<file path="src/rtl/shift_seq_pkg.sv">
// Shared encodings for the sequential shift/rotate unit: operation codes,
// FSM states and default datapath geometry.
package shift_seq_pkg;

  localparam int DEF_WIDTH = 16;
  localparam int DEF_CNT_W = 4;

  typedef enum logic [1:0] {
    OP_ROL = 2'b00,
    OP_SLL = 2'b01,
    OP_SRA = 2'b10,
    OP_SRL = 2'b11
  } op_e;

  typedef enum logic [1:0] {
    IDLE  = 2'b00,
    SHIFT = 2'b01,
    DONE  = 2'b10
  } state_e;

endpackage

</file>
<file path="src/rtl/shift_step.sv">
// Single-step combinational shifter: applies one power-of-two shift chosen by a
// one-hot Step select. An all-zero Step passes In through unchanged.
module shift_step #(
  parameter int WIDTH = 16,
  parameter int CNT_W = 4
) (
  input  logic [WIDTH-1:0] In,
  input  logic [1:0]       Op,
  input  logic [CNT_W-1:0] Step,
  output logic [WIDTH-1:0] Out
);
  import shift_seq_pkg::*;

  logic [CNT_W-1:0][WIDTH-1:0] w_cand;
  logic signed [WIDTH-1:0]     w_sin;

  assign w_sin = In;

  genvar gi;
  generate
    for (gi = 0; gi < CNT_W; gi++) begin : g_step
      localparam int S = 2 ** gi;
      logic [WIDTH-1:0] w_rol;
      logic [WIDTH-1:0] w_sll;
      logic [WIDTH-1:0] w_sra;
      logic [WIDTH-1:0] w_srl;

      assign w_rol = (In << S) | (In >> (WIDTH - S));
      assign w_sll = In << S;
      // Kept in its own assignment so the signed operand is not flattened to unsigned by a mux.
      assign w_sra = w_sin >>> S;
      assign w_srl = In >> S;

      assign w_cand[gi] = (Op == OP_ROL) ? w_rol :
                          (Op == OP_SLL) ? w_sll :
                          (Op == OP_SRA) ? w_sra : w_srl;
    end
  endgenerate

  always_comb begin
    Out = In;
    if (|Step) begin
      Out = '0;
      for (int i = 0; i < CNT_W; i++) begin
        if (Step[i]) Out = Out | w_cand[i];
      end
    end
  end

endmodule

</file>
<file path="src/rtl/shift_seq.sv">
// Multi-cycle shift/rotate unit: consumes the remaining count one set bit per
// cycle (largest first) and reports completion with a one-cycle done pulse.
module shift_seq #(
  parameter int WIDTH = shift_seq_pkg::DEF_WIDTH,
  parameter int CNT_W = shift_seq_pkg::DEF_CNT_W
) (
  input  logic             clk,
  input  logic             rst,
  input  logic             start,
  input  logic [WIDTH-1:0] In,
  input  logic [1:0]       Op,
  input  logic [CNT_W-1:0] Cnt,
  output logic [WIDTH-1:0] Out,
  output logic             busy,
  output logic             done
);
  import shift_seq_pkg::*;

  state_e           r_state;
  op_e              r_op;
  logic [CNT_W-1:0] r_rem;

  logic [CNT_W-1:0] w_onehot;
  logic [CNT_W-1:0] w_rem_next;
  logic [WIDTH-1:0] w_step_out;

  // Highest set bit of the remaining count selects this cycle's step.
  always_comb begin
    w_onehot = '0;
    for (int i = 0; i < CNT_W; i++) begin
      if (r_rem[i]) begin
        w_onehot    = '0;
        w_onehot[i] = 1'b1;
      end
    end
  end

  assign w_rem_next = r_rem & ~w_onehot;

  shift_step #(
    .WIDTH(WIDTH),
    .CNT_W(CNT_W)
  ) u_step (
    .In  (Out),
    .Op  (r_op),
    .Step(w_onehot),
    .Out (w_step_out)
  );

  always_ff @(posedge clk) begin
    if (rst) begin
      r_state <= IDLE;
      r_op    <= OP_ROL;
      r_rem   <= '0;
      Out     <= '0;
      busy    <= 1'b0;
      done    <= 1'b0;
    end else begin
      case (r_state)
        IDLE: begin
          done <= 1'b0;
          if (start) begin
            Out     <= In;
            r_op    <= op_e'(Op);
            r_rem   <= Cnt;
            r_state <= SHIFT;
            busy    <= 1'b1;
          end
        end
        SHIFT: begin
          if (r_rem != '0) begin
            Out   <= w_step_out;
            r_rem <= w_rem_next;
          end
          if (w_rem_next == '0) begin
            r_state <= DONE;
            busy    <= 1'b0;
            done    <= 1'b1;
          end
        end
        DONE: begin
          done <= 1'b0;
          if (start) begin
            Out     <= In;
            r_op    <= op_e'(Op);
            r_rem   <= Cnt;
            r_state <= SHIFT;
            busy    <= 1'b1;
          end else begin
            r_state <= IDLE;
          end
        end
        default: begin
          r_state <= IDLE;
          busy    <= 1'b0;
          done    <= 1'b0;
        end
      endcase
    end
  end

endmodule
</file>
<file path="config.mk">
export PLATFORM = sky130hd
export DESIGN_NAME = shift_seq
export DESIGN_NICKNAME = d
export VERILOG_FILES = /design/src/rtl/shift_seq_pkg.sv /design/src/rtl/shift_step.sv /design/src/rtl/shift_seq.sv
export SDC_FILE = /design/constraint.sdc
export NUM_CORES = 1
export LEC_CHECK = 0
export CORE_UTILIZATION = 45
export DETAILED_ROUTE_END_ITERATION = 10
export PLACE_DENSITY_LB_ADDON = 0.25
export SETUP_SLACK_MARGIN = 0.15
export SYNTH_ARGS = -nofsm -noshare
export SYNTH_HDL_FRONTEND = slang
export SYNTH_SLANG_ARGS = --single-unit
</file>
<file path="constraint.sdc">
create_clock -name clk -period 1.8 [get_ports clk]
set_clock_uncertainty 0.1 [all_clocks]
set_input_delay 0.18 -clock clk [delete_from_list [all_inputs] [get_ports clk]]
set_output_delay 0.18 -clock clk [all_outputs]
set_load 0.1 [all_outputs]
</file>
After elaboration in Yosys (flattened, before gate mapping)
Cells that the tools add are included.

operators by class
  eq/ne operators = 9
  mux-type cells = 37
  bitwise logic cells = 10
  reductions and logical operators = 13

operators by type and width
  kind                                                  count
  2-to-1 mux 16 bit                                     22
  OR 16 bit                                             3
  case mux 16 bit (2 select lines)                      1
  2-to-1 mux 4 bit                                      5
  OR 16 x 1 -> 16 bit                                   1
  OR 16 x 2 -> 16 bit                                   1
  OR 16 x 4 -> 16 bit                                   1
  OR 16 x 8 -> 16 bit                                   1
  case mux 4 bit (2 select lines)                       1
  != test 2 bit (second input constant)                 3
  case mux 2 bit (3 select lines)                       1
  AND reduction 2 bit                                   3
  bitwise AND 4 bit                                     1
  equality test 2 x 1 -> 1 bit (second input constant)  2
  equality test 2 bit (second input constant)           2
  logical NOT 2 bit                                     2
  logical NOT 4 bit                                     1
  2-to-1 mux 1 bit                                      4
  2-to-1 mux 2 bit                                      2
  != test 2 x 1 -> 1 bit (second input constant)        2
  inverter 4 bit                                        1
  AND reduction 4 bit                                   1
  nonzero test 4 bit                                    1
  OR reduction 2 bit                                    2
  other kinds (5)                                       5

word-level totals
  flip-flop bits (word level) = 26
  bits of input ports = 25
  output and inout bits = 18
  logic and storage cells = 75

Longest topological paths before layout
  depth in word-level cells = 17
  depth in mapped cells = 8

Hierarchy
A second synthesis with hierarchy kept.

second synthesis, totals
  cells, all modules = 297
  area total of the unflattened synthesis = 2245.9 um2

by module, submodules not included
  module      instances  cells each  area an instance (um2)  seq. area each (um2)
  shift_seq   1          144         1330.0                  520.5
  shift_step  1          153         915.9                   0.0

Worst setup path before layout
OpenSTA, ideal clock, no wires.

  path type = register to register
  start point = register Out[15]
  end point = register Out[0]
  arrival time = 1.987 ns
  required time = 1.639 ns
  setup slack = -0.348 ns
  cell stages (with the launch flop) = 6
  buffers on the path = 0
  clock period less this slack = 2.148 ns
  cells stage by stage = dfxtp_1 -> nand2b_1 -> o21ai_0 -> a221oi_1 -> a2111oi_2 -> a31o_2

on the way
  word-level cells in the longest chain between the ends = 15

RTL lines
  item                                line              text
  start, declared                     shift_seq.sv:13   output logic [WIDTH-1:0] Out,
  start signal, assigned              shift_seq.sv:63   Out <= In;
  start signal, assigned              shift_seq.sv:72   Out <= w_step_out;
  start signal, assigned              shift_seq.sv:84   Out <= In;
  OR 16 x 1 -> 16 bit *               shift_step.sv:28  assign w_rol = (In << S) | (In >> (WIDTH - S));
  2-to-1 mux 16 bit *                 shift_step.sv:34  assign w_cand[gi] = (Op == OP_ROL) ? w_rol :
  2-to-1 mux 16 bit *                 shift_step.sv:45  if (Step[i]) Out = Out | w_cand[i];
  2-to-1 mux 16 bit *                 shift_step.sv:42  if (|Step) begin
  OR 16 bit                           shift_step.sv:45
  2-to-1 mux 16 bit *                 shift_step.sv:45
  2-to-1 mux 16 bit *                 shift_step.sv:42
  OR 16 bit                           shift_step.sv:45
  2-to-1 mux 16 bit *                 shift_step.sv:45
  2-to-1 mux 16 bit *                 shift_step.sv:42
  OR 16 bit                           shift_step.sv:45
  2-to-1 mux 16 bit *                 shift_step.sv:45
  2-to-1 mux 16 bit *                 shift_step.sv:42
  2-to-1 mux 16 bit *                 shift_seq.sv:71   if (r_rem != '0) begin
  case mux 16 bit (2 select lines) *  shift_seq.sv:59   case (r_state)

Every way passes the cells marked *; elsewhere a longest branch is shown, timed or not. The select of a mux whose other input is x is not followed.
A chain may end at the register's enable or synchronous reset.

Final worst setup path
  start point = register r_rem[3]
  end point = register Out[15]

on the way
  word-level cells in the longest chain between the ends = 14
  elaborated cells on any way between the ends = 19
  classes of those cells = 2 x eq/ne; 11 x mux; 3 x bitwise; 3 x reduce/logical

RTL lines
  item                              line              text
  start, declared                   shift_seq.sv:21   logic [CNT_W-1:0] r_rem;
  start signal, assigned            shift_seq.sv:65   r_rem <= Cnt;
  start signal, assigned            shift_seq.sv:73   r_rem <= w_rem_next;
  start signal, assigned            shift_seq.sv:86   r_rem <= Cnt;
  2-to-1 mux 4 bit                  shift_seq.sv:31   if (r_rem[i]) begin
  2-to-1 mux 16 bit                 shift_step.sv:45
  2-to-1 mux 16 bit                 shift_step.sv:42
  OR 16 bit                         shift_step.sv:45
  2-to-1 mux 16 bit                 shift_step.sv:45
  2-to-1 mux 16 bit                 shift_step.sv:42
  OR 16 bit                         shift_step.sv:45
  2-to-1 mux 16 bit                 shift_step.sv:45
  2-to-1 mux 16 bit                 shift_step.sv:42
  OR 16 bit                         shift_step.sv:45
  2-to-1 mux 16 bit                 shift_step.sv:45
  2-to-1 mux 16 bit                 shift_step.sv:42
  2-to-1 mux 16 bit                 shift_seq.sv:71
  case mux 16 bit (2 select lines)  shift_seq.sv:59

Parallel ways exist; a longest one is shown, timed or not. The select of a mux whose other input is x is not followed.

==> out/qor.txt <==
==========================================================================================
Die Y .......................................................................     69.26 um
Sum of buffers and inverters on the critical path ...........................            1
Inst Count DP ...............................................................          373
Crit Path Max Fanout ........................................................           12
Aggregate routed wire length ................................................      7473 um
DRC errors left .............................................................            0
Critical path's largest stage delay .........................................      0.37 ns
Clock tree from TritonCTS ...................................................         done
Chip width ..................................................................     69.26 um
Cell-by-cell trace of the critical path ..................................... buf_4 -> mux2_2 -> o21ai_0 -> o2111ai_1 -> a32o_1
Flip-flop and latch count after synthesis ...................................           26
Avg Cell Area, Syn ..........................................................    7.349 um2
Wire per inst ...............................................................     19.31 um
Final setup fails ...........................................................            0
Final-stage net count .......................................................          361
Async SR Flop Fraction ......................................................           0%
Gp weighted congestion ......................................................       0.9408
Final critical-path required period .........................................     1.754 ns
Min-delay worst type ........................................................       in2reg
Antenna violations before repair ............................................            0
Part of the Yosys area used for sequential elements .........................       25.57%
Die outline area ............................................................     4797 um2
Number of violations reported at the end of detailed-routing iteration 0 ....          311
Global-route congestion overflow total ......................................            0
Number of max-cap violations ................................................            0
Synth Cell Area .............................................................     2036 um2
IO Pins .....................................................................           43
Data required, critical path ................................................      1.88 ns
Num CTS Buffers .............................................................            3
Clk Tree Root Cell .......................................................... sky130_fd_sc_hd__clkbuf_8
Filler cells ................................................................          349
H-tree levels ...............................................................            1
Insertion delay of the later-clocked pin in the worst-skew pair .............      0.28 ns
Fraction of final layout cells with drive strength greater than 1 ...........       34.33%
Wire length of the first global-routing pass ................................    11,560 um
Timing-limited maximum frequency ............................................    570.2 MHz
Kind of critical path .......................................................      reg2reg
Buffers from clock root to sink, at most ....................................            2
Diode insertion count for antenna repair ....................................            0
Post-route antenna net violation count ......................................            0
Slew at the pin closest to its max-slew limit ...............................    0.3332 ns
Core Rows ...................................................................           24
Port Buf Inserts ............................................................           42
Post-synth EDFFs ............................................................            0
Synthesized netlist net count ...............................................          302
Average via count per standard cell .........................................        6.305
Fraction of the cycle the final worst path needs ............................       97.44%
Outcome ..................................................................... finished, final reports clean
Most used flip-flop cell after synthesis .................................... sky130_fd_sc_hd__dfxtp_1
Count of clock tree sinks ...................................................           26
GRT Util Overall ............................................................       30.20%
Final-report max-slew violation count .......................................            0
RSZ-0062 raised after global routing ........................................          yes
Synth warnings ..............................................................            0
Clock edge transition at the registers on the reported setup and hold paths .      0.10 ns
Design Power ................................................................   0.002038 W
Family of cells with the greatest summed delay on the critical path ......... compound AO/OA/AOI/OAI gates
Kind of launch point of the worst setup path ................................    flip-flop
Critical path endpoint category .............................................    flip-flop
Leak ........................................................................     1.137 nW
Arr. time, crit path ........................................................      1.84 ns
Hold_buf cts ................................................................            0
Starting density of the core ................................................       46.75%
Maximum resistive drop on vdd ...............................................    0.4504 mV
Area growth from synthesis to layout ........................................       48.31%
Sequential Area .............................................................    564.3 um2
CP max stage cell ........................................................... sky130_fd_sc_hd__dfxtp_2
Std-Cell Core Area ..........................................................     4354 um2
Reg-to-reg slack, setup .....................................................      0.05 ns
Via count of the first global-routing pass ..................................        2,278
Count of final hold-check violations ........................................            0
First-pass DRT Iterations ...................................................            6
Finished Layout Cells .......................................................          387
Multi-input gate area .......................................................     1454 um2
Unique masters post-synth ...................................................           63
Pin count of the biggest net entering global routing ........................           38
DPL Wire Length .............................................................      5085 um
Via count ...................................................................        2,440
Instance count of the mapped netlist ........................................          277
Tightest slew margin relative to the limit ..................................       77.50%
Power per cell area ......................................................... 675.0 nW/um2
==========================================================================================
## registers in the layout, summed over array words and instances (netlist names)
signal / count
Out: 16
r_rem: 4
r_op: 2
r_state: 2
busy: 1
done: 1
## worst register-to-register path, stage by stage, from the launching register on
cell and delay (ns):
sky130_fd_sc_hd__dfxtp_2 0.37, sky130_fd_sc_hd__buf_4 0.20, sky130_fd_sc_hd__mux2_2 0.36, sky130_fd_sc_hd__o21ai_0 0.19, sky130_fd_sc_hd__o2111ai_1 0.20, sky130_fd_sc_hd__a32o_1 0.24
## kinds of logic (layout without fill, tap and decap cells)
group | Yosys count | count (layout) | share of synthesized area, %
AOI/OAI and AO/OA | 88 | 88 | 29.01
adders and majority gates | 1 | 1 | 0.4917
buffers and inverters | 27 | 85 | 8.358
DFF | 26 | 26 | 25.57
muxes | 1 | 1 | 0.5531
and+or+nand+nor | 134 | 134 | 36.02
## timing repair
action | in CTS | in global routing
setup buffers | 3 | 6
cloned | 0 | 1
gates resized for setup | 12 | 28
pin swaps | 1 | 11
setup endpoints to repair | 15 | 17
## metal layers
metal	vias to the layer above	GRT usage [%]	share of wire, %	wire length [um]
li1	1123	-	-	-
met5	-	0	0	0
met3	24	4.215	8.3	617
met4	0	12.70	3.3	247
met1	1150	40.51	41	3050
met2	143	48.44	48	3557
## stage by stage
step	TNS, ns	cell area [um2]	worst slack [ns]	util [%]	hold slack, ns
floorplan	0	2073	0.1224	-	0.2160
global placement	0	2721	0.07959	62.50	0.3721
detailed placement	0	2721	0.008470	62.50	0.3800
CTS	0	2833	0.1014	65.06	0.3421
global route	-0.0007629	3019	-0.0007629	69.34	0.3578
finish	0	3019	0.04617	69.34	0.3446
## synth_stat cells (2+ instances only)
cell type	n	share of area, %
sky130_fd_sc_hd__nor2b_1	15	4.6
sky130_fd_sc_hd__buf_6	4	2.2
sky130_fd_sc_hd__nor4_1	3	0.92
sky130_fd_sc_hd__a21oi_1	16	3.9
sky130_fd_sc_hd__buf_2	6	1.5
sky130_fd_sc_hd__a32o_1	3	1.5
sky130_fd_sc_hd__buf_4	7	2.6
sky130_fd_sc_hd__o221ai_1	2	0.86
sky130_fd_sc_hd__o21ai_0	29	7.1
sky130_fd_sc_hd__o21a_1	3	1.1
sky130_fd_sc_hd__a22oi_1	2	0.74
sky130_fd_sc_hd__dfxtp_1	26	26
sky130_fd_sc_hd__and2_1	12	3.7
sky130_fd_sc_hd__nor2_1	29	5.3
sky130_fd_sc_hd__o21ai_1	8	2.0
sky130_fd_sc_hd__inv_1	3	0.55
sky130_fd_sc_hd__nand2b_1	5	1.5
sky130_fd_sc_hd__o41ai_1	3	1.3
sky130_fd_sc_hd__o211ai_1	2	0.74
sky130_fd_sc_hd__nand2_1	28	5.2
sky130_fd_sc_hd__nor3_1	13	3.2
sky130_fd_sc_hd__nand3_1	11	2.7
sky130_fd_sc_hd__nor4_2	2	1.2
sky130_fd_sc_hd__clkbuf_1	3	0.55
sky130_fd_sc_hd__nand4_1	4	1.2
## worst paths after layout
kind                                end  cells after the start     start
worst min-delay path            r_op[1]                      3     Op[1]
worst min register to register     done                      2      done
worst max-delay path            Out[15]                      5  r_rem[3]
worst max register to register  Out[15]                      5  r_rem[3]
## cell type report
type,instances,area share [%]
tap,52,2.155
inverter,4,0.4973
timing repair buffer,77,28.68
multi-input combinational,224,48.16
clock buffer,4,1.823
sequential,26,18.69
## layout by cell type, fill, tap and decap left out, drive strengths merged, types with 2 or more instances in the layout
| cell type | instances |
|---|---|
| a2111oi | 4 |
| a21o | 2 |
| a21oi | 17 |
| a22oi | 2 |
| a32o | 3 |
| and2 | 13 |
| buf | 52 |
| clkbuf | 5 |
| clkdlybuf4s50 | 24 |
| dfxtp | 26 |
| inv | 4 |
| nand2 | 28 |
| nand2b | 6 |
| nand3 | 11 |
| nand4 | 4 |
| nor2 | 30 |
| nor2b | 15 |
| nor3 | 14 |
| nor3b | 2 |
| nor4 | 5 |
| o211ai | 2 |
| o21a | 3 |
| o21ai | 38 |
| o221ai | 2 |
| o41ai | 3 |
## where the power goes
group	internal (W)	switching, W
clock network	0.000196	0.000202
logic	0.000369	0.000549
registers	0.000628	0.0000926
total	0.00119	0.000844
(Power assumes the default switching activity.)
